<file path="config.mk">
export PLATFORM = sky130hd
export DESIGN_NAME = aes_stream_frontend
export DESIGN_NICKNAME = d
export VERILOG_FILES = /design/src/rtl/aes_stream_frontend.sv
export SDC_FILE = /design/constraint.sdc
export NUM_CORES = 1
export LEC_CHECK = 0
export BUFFER_PORTS_ARGS = -buffer_cell sky130_fd_sc_hd__buf_2
export CORE_AREA = 3 3 230 232
export DETAILED_ROUTE_END_ITERATION = 8
export DIE_AREA = 0 0 233 235
export PLACE_DENSITY = 0.65
export SYNTH_ARGS = -nofsm -noshare
export SYNTH_HDL_FRONTEND = slang
export SYNTH_SLANG_ARGS = --single-unit
</file>
<file path="constraint.sdc">
create_clock -name clk_i -period 5.1 [get_ports clk_i]
set_input_delay 0.255 -clock clk_i [delete_from_list [all_inputs] [get_ports clk_i]]
set_output_delay 0.255 -clock clk_i [all_outputs]
set_load 0.05 [all_outputs]
</file>
<file path="src/rtl/aes_stream_frontend.sv">
// Word-serial front/back end wrapped around a combinational AES-256 core.
// Optional build macro AES_FRONTEND_CLEAR_EN wipes plaintext/output data after each frame.
module aes_stream_frontend #(
    parameter int SETTLE_CYCLES = 4
) (
    input  logic         clk_i,
    input  logic         reset_n_i,
    input  logic         in_v_i,
    input  logic [31:0]  in_data_i,
    input  logic         load_key_i,
    output logic         in_ready_o,
    output logic         out_v_o,
    output logic [31:0]  out_data_o,
    input  logic         out_yumi_i,
    output logic [127:0] core_plaintext_o,
    output logic [255:0] core_key_o,
    input  logic [127:0] core_ciphertext_i,
    output logic         busy_o,
    output logic         key_valid_o
);

    // Handshakes: an input word moves on a clock edge where in_v_i & in_ready_o;
    // an output word is consumed on an edge where out_yumi_i & out_v_o.

    localparam logic [2:0] ST_IDLE     = 3'd0;
    localparam logic [2:0] ST_LOAD_KEY = 3'd1;
    localparam logic [2:0] ST_LOAD_PT  = 3'd2;
    localparam logic [2:0] ST_SETTLE   = 3'd3;
    localparam logic [2:0] ST_DRAIN    = 3'd4;

    localparam int SW = $clog2(SETTLE_CYCLES + 1);
    // The counter spans the settle window plus the capture edge, so out_v_o
    // rises SETTLE_CYCLES+1 edges after the last plaintext handshake.
    localparam logic [SW-1:0] SETTLE_LOAD = SW'(SETTLE_CYCLES);

    logic [2:0]    state_q;
    logic [2:0]    word_cnt_q;
    logic [SW-1:0] settle_cnt_q;
    logic [255:0]  key_q;
    logic [127:0]  pt_q;
    logic [127:0]  out_q;
    logic          out_v_q;
    logic          key_valid_q;
    logic          in_fire;
    logic          out_fire;

    assign in_ready_o = (state_q == ST_IDLE) || (state_q == ST_LOAD_KEY) ||
                        (state_q == ST_LOAD_PT);
    assign in_fire    = in_v_i & in_ready_o;
    assign out_fire   = out_yumi_i & out_v_q;

    assign out_v_o          = out_v_q;
    assign core_plaintext_o = pt_q;
    assign core_key_o       = key_q;
    assign busy_o           = (state_q != ST_IDLE);
    assign key_valid_o      = key_valid_q;

`ifdef AES_FRONTEND_CLEAR_EN
    assign out_data_o = out_v_q ? out_q[127:96] : 32'h0;
`else
    assign out_data_o = out_q[127:96];
`endif

    always_ff @(posedge clk_i or negedge reset_n_i) begin
        if (!reset_n_i) begin
            state_q      <= ST_IDLE;
            word_cnt_q   <= 3'd0;
            settle_cnt_q <= '0;
            key_q        <= '0;
            pt_q         <= '0;
            out_q        <= '0;
            out_v_q      <= 1'b0;
            key_valid_q  <= 1'b0;
        end else begin
            case (state_q)
                ST_IDLE: begin
                    if (in_fire) begin
                        word_cnt_q <= 3'd1;
                        // Without a complete key the frame must start with one.
                        if (load_key_i || !key_valid_q) begin
                            key_q[255:224] <= in_data_i;
                            key_valid_q    <= 1'b0;
                            state_q        <= ST_LOAD_KEY;
                        end else begin
                            pt_q[127:96] <= in_data_i;
                            state_q      <= ST_LOAD_PT;
                        end
                    end
                end
                ST_LOAD_KEY: begin
                    if (in_fire) begin
                        for (int i = 1; i < 8; i++) begin
                            if (word_cnt_q == 3'(i)) key_q[255-32*i -: 32] <= in_data_i;
                        end
                        if (word_cnt_q == 3'd7) begin
                            key_valid_q <= 1'b1;
                            word_cnt_q  <= 3'd0;
                            state_q     <= ST_LOAD_PT;
                        end else begin
                            word_cnt_q <= word_cnt_q + 3'd1;
                        end
                    end
                end
                ST_LOAD_PT: begin
                    if (in_fire) begin
                        for (int i = 0; i < 4; i++) begin
                            if (word_cnt_q == 3'(i)) pt_q[127-32*i -: 32] <= in_data_i;
                        end
                        if (word_cnt_q == 3'd3) begin
                            word_cnt_q   <= 3'd0;
                            settle_cnt_q <= SETTLE_LOAD;
                            state_q      <= ST_SETTLE;
                        end else begin
                            word_cnt_q <= word_cnt_q + 3'd1;
                        end
                    end
                end
                ST_SETTLE: begin
                    if (settle_cnt_q == '0) begin
                        out_q      <= core_ciphertext_i;
                        out_v_q    <= 1'b1;
                        word_cnt_q <= 3'd0;
                        state_q    <= ST_DRAIN;
                    end else begin
                        settle_cnt_q <= settle_cnt_q - 1'b1;
                    end
                end
                ST_DRAIN: begin
                    if (out_fire) begin
                        out_q <= {out_q[95:0], 32'h0};
                        if (word_cnt_q == 3'd3) begin
                            out_v_q    <= 1'b0;
                            word_cnt_q <= 3'd0;
                            state_q    <= ST_IDLE;
`ifdef AES_FRONTEND_CLEAR_EN
                            pt_q  <= '0;
                            out_q <= '0;
`endif
                        end else begin
                            word_cnt_q <= word_cnt_q + 3'd1;
                        end
                    end
                end
                default: state_q <= ST_IDLE;
            endcase
        end
    end

endmodule
</file>
* Yosys cells after proc, flatten, opt, wreduce, memory -nomap -nowiden
Index checks and enable logic that the tools add are counted.
Storage, ports and cells: input bits 165, register bits 523, logic and storage cells 118, output and inout port bits 420
Operators by class: reduce and logical (&&, ||, !) cells 31, $add $sub $neg 2, multiplexer cells 42, bitwise operators 2, equal/unequal tests 23
Operators with widths (count):
- two-way mux 128 bit | 3
- case mux 128 bit (2 select lines) | 1
- two-way mux 32 bit | 6
- case mux 32 bit (2 select lines) | 1
- two-way mux 3 bit | 18
- AND reduction 3 bit | 12
- case mux 3 bit (5 select lines) | 2
- inequality test 2 bit (second input constant) | 8
- equality test 3 bit (second input constant) | 5
- equality test 3 x 2 -> 1 bit (second input constant) | 4
- AND reduction 5 bit | 2
- zero test 3 bit | 3
- inequality test 2 x 1 -> 1 bit (second input constant) | 4
- AND reduction 4 bit | 2
- AND reduction 8 bit | 1
- nonzero test 2 bit | 4
- two-way mux 1 bit | 7
- equality test 3 x 1 -> 1 bit (second input constant) | 2
- case mux 3 bit (2 select lines) | 1
- AND reduction 6 bit | 1
- nonzero test 5 bit | 1
- case mux 1 bit (2 select lines) | 2
- adder 3 x 1 -> 3 bit (second input constant) | 1
- logical OR 1 bit | 3
- 5 further kinds | 6

* Longest topological paths before layout
Gate-level depths: netlist (run 1).
depth after elaboration 6, mapped depth 9, mapped depth without buffers 6

* Worst setup path before layout (run 1)
No wires, ideal clock.
kind register to register, from reg key_valid_q, in the netlist key_valid_o, to reg pt_q[100], in the netlist core_plaintext_o[100], library setup time 0.124 ns, path slack 3.188 ns, data arrival time 1.788 ns, buffers on the path 2, period minus slack after synthesis 1.912 ns, cell stages (with the launch flop) 7, data required time 4.976 ns, cells stage by stage dfrtp_1 -> nor2b_1 -> nor2_1 -> or4_4 -> buf_6 -> buf_6 -> mux2i_1
On the way: word-level cells in the longest chain between the ends 4
RTL lines:
- start: declaration | RTL line 43 | logic key_valid_q;
- start signal: assignment | RTL line 73 | key_valid_q <= 1'b0;
- start signal: assignment | RTL line 82 | key_valid_q <= 1'b0;
- start signal: assignment | RTL line 96 | key_valid_q <= 1'b1;
- zero test 1 bit | RTL line 80 | if (load_key_i || !key_valid_q) begin
- logical OR 1 bit | RTL line 80
- inequality test 2 bit (no line)
- AND reduction 5 bit (no line)
- end signal: assignment | RTL line 85 | pt_q[127:96] <= in_data_i;
- end signal: indexed assignment | RTL line 107 | if (word_cnt_q == 3'(i)) pt_q[127-32*i -: 32] <= in_data_i;
- end: declaration | RTL line 40 | logic [127:0] pt_q;
Every way passes these cells. A chain may end at the register's enable or synchronous reset.

* Worst setup path after layout (run 1)
from reg state_q[2], to reg out_q[55]
On the way: word-level cells in the longest chain between the ends 3, elaborated cells between the ends (all ways) 7, those cells by class eq/ne: 4; mux: 1; reduce/logical: 2
RTL lines:
- start: declaration | RTL line 36 | logic [2:0] state_q;
- start signal: assignment | RTL line 66 | state_q <= ST_IDLE;
- start signal: assignment | RTL line 83 | state_q <= ST_LOAD_KEY;
- start signal: assignment | RTL line 86 | state_q <= ST_LOAD_PT;
- equality test 3 x 2 -> 1 bit / equality test 3 bit (equally long branches) | RTL line 75 | case (state_q)
- inequality test 2 bit (no line) / nonzero test 2 bit (equally long branches)
- AND reduction 3 bit (no line)
- end signal: assignment | RTL line 120 | out_q <= core_ciphertext_i;
- end signal: assignment | RTL line 130 | out_q <= {out_q[95:0], 32'h0};
- end: declaration | RTL line 41 | logic [127:0] out_q;
Several ways; a longest one is shown, not always the timed one.

==> flow_results.org, run 1 <==
** Critical path
- Measured in cells, the most critical reg-to-reg path has a length of 5.
- Buffer and inverter count on the worst path :: 2
- On the critical path the largest part of the delay comes from buffers and inverters.
- Required time at the worst-slack endpoint :: 5.53 ns
- Walking the worst path, the cells encountered are nor3b_2 -> buf_4 -> buf_4 -> mux2i_1 -> o21ai_0.
- Worst reg2reg path startpoint :: state_q[2]
- The worst setup path is of the flop to flop kind.
- On the critical path, the stage with the largest delay is an instance of buf_4.
- RR Endpoint :: out_q[55]
- Worst setup path startpoint :: state_q[2]
- Cell with the most instances on the worst path :: buf_4
- STA classifies the critical path startpoint as a flop.
- Largest fanout of any net on the critical path :: 62
- On the worst path, the slowest cell contributes a delay of 0.92 ns.
- Arrival @ worst endpoint :: 3.46 ns
- Slack of the worst reg-to-reg path :: 2.07 ns
- The worst setup path is captured at a flop.

** Global route
- The first global-routing pass estimated 95400 um of wire.
- Entering global routing, the biggest net connects 107 pins.
- For this run, the total global-route usage over all layers was measured as 0.225.
- The number of antenna violations at the first check in global routing came to 4.
- Number of global-route vias before repair :: 15500
- The total overflow left after global routing is 0.

** Clock tree
- Clock sink count :: 523
- Counting along the longest clock path gives a buffer depth of 3.
- TritonCTS built the clock tree.
- CTS placed an instance of clkbuf_16 at the clock tree root.
- After clock tree synthesis, the clock-pin slew on the worst setup and hold paths is 0.06 ns.
- Number of buffers inserted during clock tree synthesis :: 54
- The clock reaches the later pin of the worst-skew pair after 0.60 ns.
- Post-CTS repair timing setup buffer count :: 0
- Hold-fix buffers, CTS :: 143
- Cts repair resizes :: 0
- The clock tree synthesis step divided the H-tree into 2 levels.

** Status
- Run status :: complete, no violations

** Finish
- For this run, the share of the core covered by cells in the final layout is 0.542.
- Proportion of layout cells with a drive suffix above 1 :: 0.426
- Most common cell after layout, fill and taps aside :: buf_2
- Top library cells by usage in the layout, fill and taps aside :: buf_2, dfrtp_1, mux2_2, dlygate4sd3_1, nand2_1
- Area growth syn-to-layout :: 31.3%
- At the end of the flow, the number of nets in the layout was 2361.
- Summing all non-filler instances in the final layout gives an area of 27800 um2.
- Fill cells in the final layout number 4250.

** Synthesis
- After synthesis, the largest family of logic cells by area is multiplexers.
- Post-synth EDFFs :: 0
- Cells after Synth :: 1537
- In this run the cell area of the synthesized design comes to 21100 um2.
- Number of nets produced by synthesis :: 1711
- Avg Synthesized Cell Area :: 13.8 um2
- Of the total synthesized cell area, the portion taken by AND, OR, NAND and NOR gates is 0.0367.
- Share of the synthesized area in compound gates (AO/OA/AOI/OAI) :: 0.0434
- During synthesis, Yosys emitted a total of 0 warnings.
- Synthesized flop and latch total :: 523
- For this run, the register share of the synthesized area comes to 0.619.
- Adder-Cell Fraction of Synth Area :: 0.00533
- Ys async rst share :: 1.00
- Count of unique library cells instantiated by Yosys :: 43
- Measured against the total synthesized area, the mux share comes to 0.250.
- Among all flip-flop cells after synthesis, the most frequent one is dfrtp_1.
- XOR/XNOR share of the synthesized area :: 0.000414

** Detailed routing
- Number of search-and-repair iterations in the first detailed-routing pass :: 5
- After detailed routing, the average wire length per cell comes to 21.4 um.
- DRC :: 0
- After detailed routing, the number of vias per cell comes to 5.07.
- The detailed router finished its first iteration with 722 violations.
- Total number of vias :: 14800
- Remaining antenna violation count after routing :: 0
- The routed design has 62400 um of wire.

** STA
- Setup tns final :: 0 ns
- Portion of the clock cycle consumed by the worst path in the final layout :: 0.593
- Setup violations remaining at the end of the flow were counted as 0.
- Final worst-path setup slack :: 2.07 ns
- RSZ-0062 raised after global routing :: no
- Fmax :: 331 MHz
- Count of final max-slew check failures :: 0
- On the final layout, the worst clock skew is 0.0262 ns.
- The worst pin sits at a relative slew slack of 0.198.
- The clock period could shrink to 3.03 ns.
- Slew at the pin closest to its max-slew limit :: 1.20 ns
- Hold Vio Cnt, Final :: 0

** Power and ir drop
- Dividing total power by cell area gives a power density of 743 nW/um2.
- For this design the static power due to leakage is 14.3 nW.
- Maximum resistive drop on vdd :: 0.000424 V

** Floorplan
- Initial Utilization :: 0.413
- The die covers 54800 um2.
- Die height :: 235 um
- Area of the core :: 51200 um2
- In this run the core area contains 83 standard-cell rows.
- I/O pin total :: 585
- Die width :: 233 um

** Placement
- In this run the cell area measured after placement is 24400 um2.
- Post-place setup slack :: 2.24 ns
- The congestion estimate from routability-driven global placement came to 0.802.
- HPWL after detailed placement :: 41700 um
- The count of buffers added on input and output ports is 584.

** Worst hold path
- Start point of the worst hold path :: in_data_i[10]
- The worst hold path belongs to the class input pin to flop.
- The worst hold path passes through 3 cells.
- Capture endpoint of the worst hold path :: core_plaintext_o[106]

** Job
- Number of max-cap violations :: 0
==> area by class of cell <==
class	instances	area, um2	area share
inverters	40	150	0.00541
multi-input cells	825	7130	0.257
repair buffers	743	4560	0.164
flip-flops and latches	523	13100	0.471
well taps	680	851	0.0306
diodes	3	7.51	0.000270
clock buffers	77	1600	0.0576
clock inverters	22	373	0.0134
==> synth_stat cells, types with 2 or more instances <==
cell,number,area share
and2b_1,2,0.00071
a21o_1,2,0.00071
or3_1,2,0.00059
a21oi_1,6,0.0014
nor2b_1,4,0.0012
inv_1,40,0.0071
o21ai_1,60,0.014
buf_2,53,0.013
mux2_1,110,0.059
o21ai_0,39,0.0092
mux2i_1,132,0.062
buf_6,4,0.0021
nor4_1,2,0.00059
and2_1,2,0.00059
nor3b_1,3,0.0011
a22o_1,33,0.014
clkbuf_1,50,0.0089
o32ai_1,2,0.00083
mux2_2,242,0.13
ha_1,9,0.0053
nand3_1,5,0.0012
nand2_1,144,0.026
nor2_1,7,0.0012
and3_1,3,0.00089
dfrtp_1,523,0.62
buf_4,41,0.015
==> state kept, by name (all words and copies together) (netlist names) <==
name / count
settle_cnt_q: 3
key_valid_o: 1
core_key_o: 256
state_q: 3
core_plaintext_o: 128
out_v_o: 1
out_q: 128
word_cnt_q: 3
==> worst reg2reg max path, delay by kind of cell, from the launching register on <==
| kind | cells | cell delay [ns] |
|---|---|---|
| mux | 1 | 0.36 |
| flops | 1 | 0.62 |
| compound gates | 1 | 0.14 |
| buf+inv | 2 | 1.50 |
| simple gates | 1 | 0.24 |
==> power breakdown <==
part,internal (mW),switching [mW]
Clock,2.64,1.65
Combinational,2.42,7.14
Sequential,5.87,0.925
Total,10.9,9.71
==> worst max path at each step <==
| stage | end | slack (ns) | cells past startpoint |
|---|---|---|---|
| after floorplan | core_plaintext_o[100] | 3.19 | 6 |
| after global placement | out_q[67] | 2.30 | 5 |
| after detailed placement | out_q[46] | 2.24 | 5 |
| after CTS | out_q[46] | 2.18 | 5 |
| after global routing | out_q[55] | 1.92 | 5 |
| final | out_q[55] | 2.07 | 5 |
==> per-stage QoR <==
step	hold slack, ns	cells	total power [mW]
floorplan	-0.0406	1537	13.8
global placement	0.308	2668	16.2
detailed placement	0.313	2668	16.4
CTS	0.00274	2910	20.8
global route	0.0218	2913	21.5
finish	0.0391	2913	20.6
==> routing by layer <==
layer | global-route usage | part of all wire
met1 | 0.277 | 0.40
met2 | 0.391 | 0.51
met3 | 0.0470 | 0.058
met4 | 0.0767 | 0.033
met5 | 0 | 0
==> cells by family (layout without fill, tap and decap cells) <==
kind of cell / Yosys count / count (layout)
flops: 523 / 523
mux: 484 / 484
buf+inv: 189 / 882
simple gates: 182 / 182
compound gates: 149 / 149
fa+ha+maj: 9 / 9
xor+xnor: 1 / 1
other cells: 0 / 3
Note: power is estimated with default switching activity, not from simulation.
==> inputs of run 2 (changes only) <==
--- a/config.mk
+++ b/config.mk
@@ -9,7 +9,7 @@
 export CORE_AREA = 3 3 230 232
 export DETAILED_ROUTE_END_ITERATION = 8
 export DIE_AREA = 0 0 233 235
-export PLACE_DENSITY = 0.65
+export PLACE_DENSITY = 0.68
 export SYNTH_ARGS = -nofsm -noshare
 export SYNTH_HDL_FRONTEND = slang
 export SYNTH_SLANG_ARGS = --single-unit
==> constraint.sdc (replaced) <==
create_clock -name clk_i -period 2.5 [get_ports clk_i]
set_input_delay 0.125 -clock clk_i [delete_from_list [all_inputs] [get_ports clk_i]]
set_output_delay 0.125 -clock clk_i [all_outputs]
set_load 0.05 [all_outputs]
==> run 2 against run 1 <==
Utilization grew 0.67 points. Fmax grew 35%. Largest cell class unchanged. Cell area grew 1.2%. Flip-flop and latch count is the same. Wire length grew 3.0%. Sequential share of layout area shrank 0.58 points. Clock-buffer cell count grew 5. Critical path type unchanged. Setup slack lost 1.8 ns. Via count grew 1.6%. Die area is the same. First-iteration DRC count grew 9.4%.
==> flow_results.org, run 2 (same netlist as run 1, synthesis figures left out) <==
** Status
- The flow ran to the end, and the final reports show no timing, DRC or antenna violations.

** STA
- Setup repair after global routing left no endpoint under its margin.
- The worst-case headroom to the max-slew limit came to 0.519 (+0.322).
- Setup tns final :: 0 ns (unchanged)
- Max Clock Skew :: 0.0140 ns (-0.0122 ns)
- The slew at the pin closest to its max-slew limit is 0.721 ns (-0.483 ns).
- The count of final max-slew check failures was 0 (unchanged).
- The hold violation count in the final report was 0 (unchanged).
- Post-layout minimum cycle time :: 2.25 ns (-0.778 ns)
- The count of endpoints failing setup in the final report is 0 (unchanged).
- Portion of the clock cycle consumed by the worst path in the final layout :: 0.899 (+0.306)
- Fmax :: 445 MHz (+35%)

** Global route
- The aggregate global-route resource usage is 0.230 (+0.00554).
- The maximum number of pins on one net before global-route repair is 96 (-10%).
- The via count of the first global-routing pass is 15700 (+0.98%).
- Global routing met3 resource utilization :: 0.0379 (-0.00909)
- The met2 demand-to-capacity share in global routing was 0.395 (+0.00331).
- The global-route wire length before repair was 96800 um (+1.5%).
- Number of antenna violations at the first check in global routing :: 4 (unchanged)
- Total overflow reported by the global router :: 0 (unchanged)
- The met1 layer usage reported by global route is 0.288 (+0.0111).
- The global routing stage identified its most utilized layer as met2.

** Critical path
- Largest fanout of any net on the critical path :: 44 (-29%)
- Critical path endpoint category :: flop
- Path type of the worst setup path :: flop to flop
- The largest individual stage delay along the critical path comes from the cell dfrtp_1.
- The data required time at the worst endpoint was 2.95 ns (-2.58 ns).
- STA classifies the critical path startpoint as a flop.
- Walking the worst path, the cells encountered are nor3b_2 -> buf_12 -> buf_4 -> mux2i_1 -> o21ai_1.
- The worst path arrival time is 2.70 ns (-0.76 ns).
- Critical path's largest stage delay :: 0.61 ns (-0.31 ns)

** Power and ir drop
- Clock group share of total power :: 0.189 (-0.019)
- Share of power burned in registers :: 0.338 (+0.009)
- Cell leakage power :: 14.5 nW (+1.2%)
- Power density of the placed cells :: 1470 nW/um2 (+98%)
- Switching fraction of total power :: 0.480 (+0.00941)
- Sw Pwr :: 19.9 mW (+100%)
- Internal portion of total power :: 21.6 mW (+97%)
- Maximum resistive drop on vdd :: 0.00114 V (+170%)
- The share of power burned in combinational logic is 0.473 (+0.010).

** Floorplan
- I/O pin total :: 585 (unchanged)
- The starting density of the core is 0.413 (unchanged).
- The floorplan die area came to 54800 um2 (unchanged).
- The area of the core is 51200 um2 (unchanged).
- Number of standard-cell rows in the floorplan :: 83 (unchanged)
- Die width :: 233 um (unchanged)
- The die height came to 235 um (unchanged).

** Detailed routing
- The via count normalized by instance count is 5.07 (about the same).
- The number of search-and-repair iterations in the first detailed-routing pass is 5 (unchanged).
- The number of nets still failing antenna checks after routing came to 0 (unchanged).
- The routed via count was 15000 (+1.6%).
- Routed WL per cell :: 21.7 um (+1.2%)
- The total length of routed wires came to 64200 um (+3.0%).
- The starting DRC count in detailed routing came to 790 (+9.4%).
- The remaining design rule violation count came to 0 (unchanged).

** Job
- Number of max-cap violations :: 0 (unchanged)

** Clock tree
- Number of buffers inserted during clock tree synthesis :: 52 (-3.7%)
- TritonCTS built the clock tree.
- Clock Pin Slew Worst Setup and Hold Paths :: 0.07 ns (about the same)
- Clock sink count :: 523 (unchanged)
- Maximum root-to-sink buffer count :: 3 (unchanged)
- CTS H-tree lvls :: 2 (unchanged)
- The clock network latency to the later pin of the worst-skew pair came to 0.59 ns (about the same).
- Root buffer cell :: clkbuf_16

** Placement
- The count of placed standard cells including taps was 2697 (+1.1%).
- HPWL after detailed placement :: 43200 um (+3.4%)
- The global placer's final weighted congestion was 0.840 (+4.8%).
- Port bufs :: 584 (unchanged)

** Finish
- Post-route non-filler standard cell count :: 2963 (+1.7%)
- Total of fill cells in the finished design :: 4172 (-1.8%)
- The area of combinational cells with multiple inputs was 7130 um2 (unchanged).
- Top library cells by usage in the layout, fill and taps aside :: buf_2, dfrtp_1, mux2_2, dlygate4sd3_1, nand2_1
- Number of flip-flops under the largest register name :: 256 (unchanged)
- Area used by sequential logic in the layout :: 13100 um2 (unchanged)
- Nets :: 2409 (+2.0%)
- Most common cell after layout, fill and taps aside :: buf_2
- The share of the core filled with cells is 0.549 (+0.00672).
- Proportion of layout cells with a drive suffix above 1 :: 0.424 (-0.00150)
- Area growth syn-to-layout :: 32.9%

** Worst hold path
- Path class of the lowest-slack min-delay path :: input pin to async pin
## run 2: cell count changes in the layout (fill, tap and decap cells not counted), moves of 2 or more
cell / change
dlygate4sd3_1: +21
buf_4: +16
buf_12: +13
clkbuf_1: +10
bufinv_16: -6
clkbuf_16: -3
clkbuf_8: -2
clkinvlp_4: -2
diode_2: +2
## run 2: power by group through the flow
stage | sequential, mW | clock (mW) | combinational, mW
global placement | 13.9 | 0 | 19.2
floorplan | 23.4 | 0 | 4.79
global route | 14.4 | 8.36 | 20.4
CTS | 13.9 | 8.02 | 19.7
detailed placement | 14.1 | 0 | 19.4
finish | 14.0 | 7.84 | 19.6
## run 2: critical path: cells and delay by family (launching register included)
family / cells / cell delay [ns]
compound gates: 1 / 0.11
buf+inv: 2 / 0.60
flops: 1 / 0.61
mux: 1 / 0.30
simple gates: 1 / 0.42
## run 2: stage by stage
stage / setup slack (ns) / cell area (um2) / hold slack, ns / power [mW]
final: 0.253 / 28100 / 0.110 / 41.4
after global routing: 0.0945 / 28100 / 0.117 / 43.1
after CTS: 0.329 / 28100 / 0.100 / 41.6
after detailed placement: 0.351 / 24700 / 0.140 / 33.5
after global placement: 0.406 / 24700 / 0.120 / 33.1
after floorplan: 0.588 / 21100 / -0.171 / 28.2
## run 2: final cells by class
type | instances | area share
flip-flops and latches | 523 | 0.466
multi-input cells | 825 | 0.254
repair buffers | 793 | 0.183
clock buffers | 82 | 0.0546
well taps | 680 | 0.0303
clock inverters | 15 | 0.00663
inverters | 40 | 0.00534
diodes | 5 | 0.000445
## run 2: worst paths after layout
check,depth (start not counted),endpoint,startpoint,slack [ns]
worst min-delay path,2,core_plaintext_o[16],reset_n_i,0.11
min in group clk_i,3,out_q[20],core_ciphertext_i[20],0.30
worst max register to register,5,out_q[77],state_q[2],0.25
worst max-delay path,5,out_q[77],state_q[2],0.25
max in group asynchronous,4,core_key_o[165],reset_n_i,1.43
worst min register to register,2,out_q[57],out_q[57],0.48
## run 2: metal layers
| layer | vias up | routed length [um] |
|---|---|---|
| met3 | 147 | 3510 |
| met4 | 0 | 2680 |
| met5 | - | 0 |
| met1 | 7644 | 25900 |
| met2 | 545 | 32200 |
| li1 | 6686 | - |
## run 2: repair_timing
item                      CTS  global route
hold endpoints to repair  526             0
buffers inserted            0             0
resized for setup           0             0
hold buffers              164             0
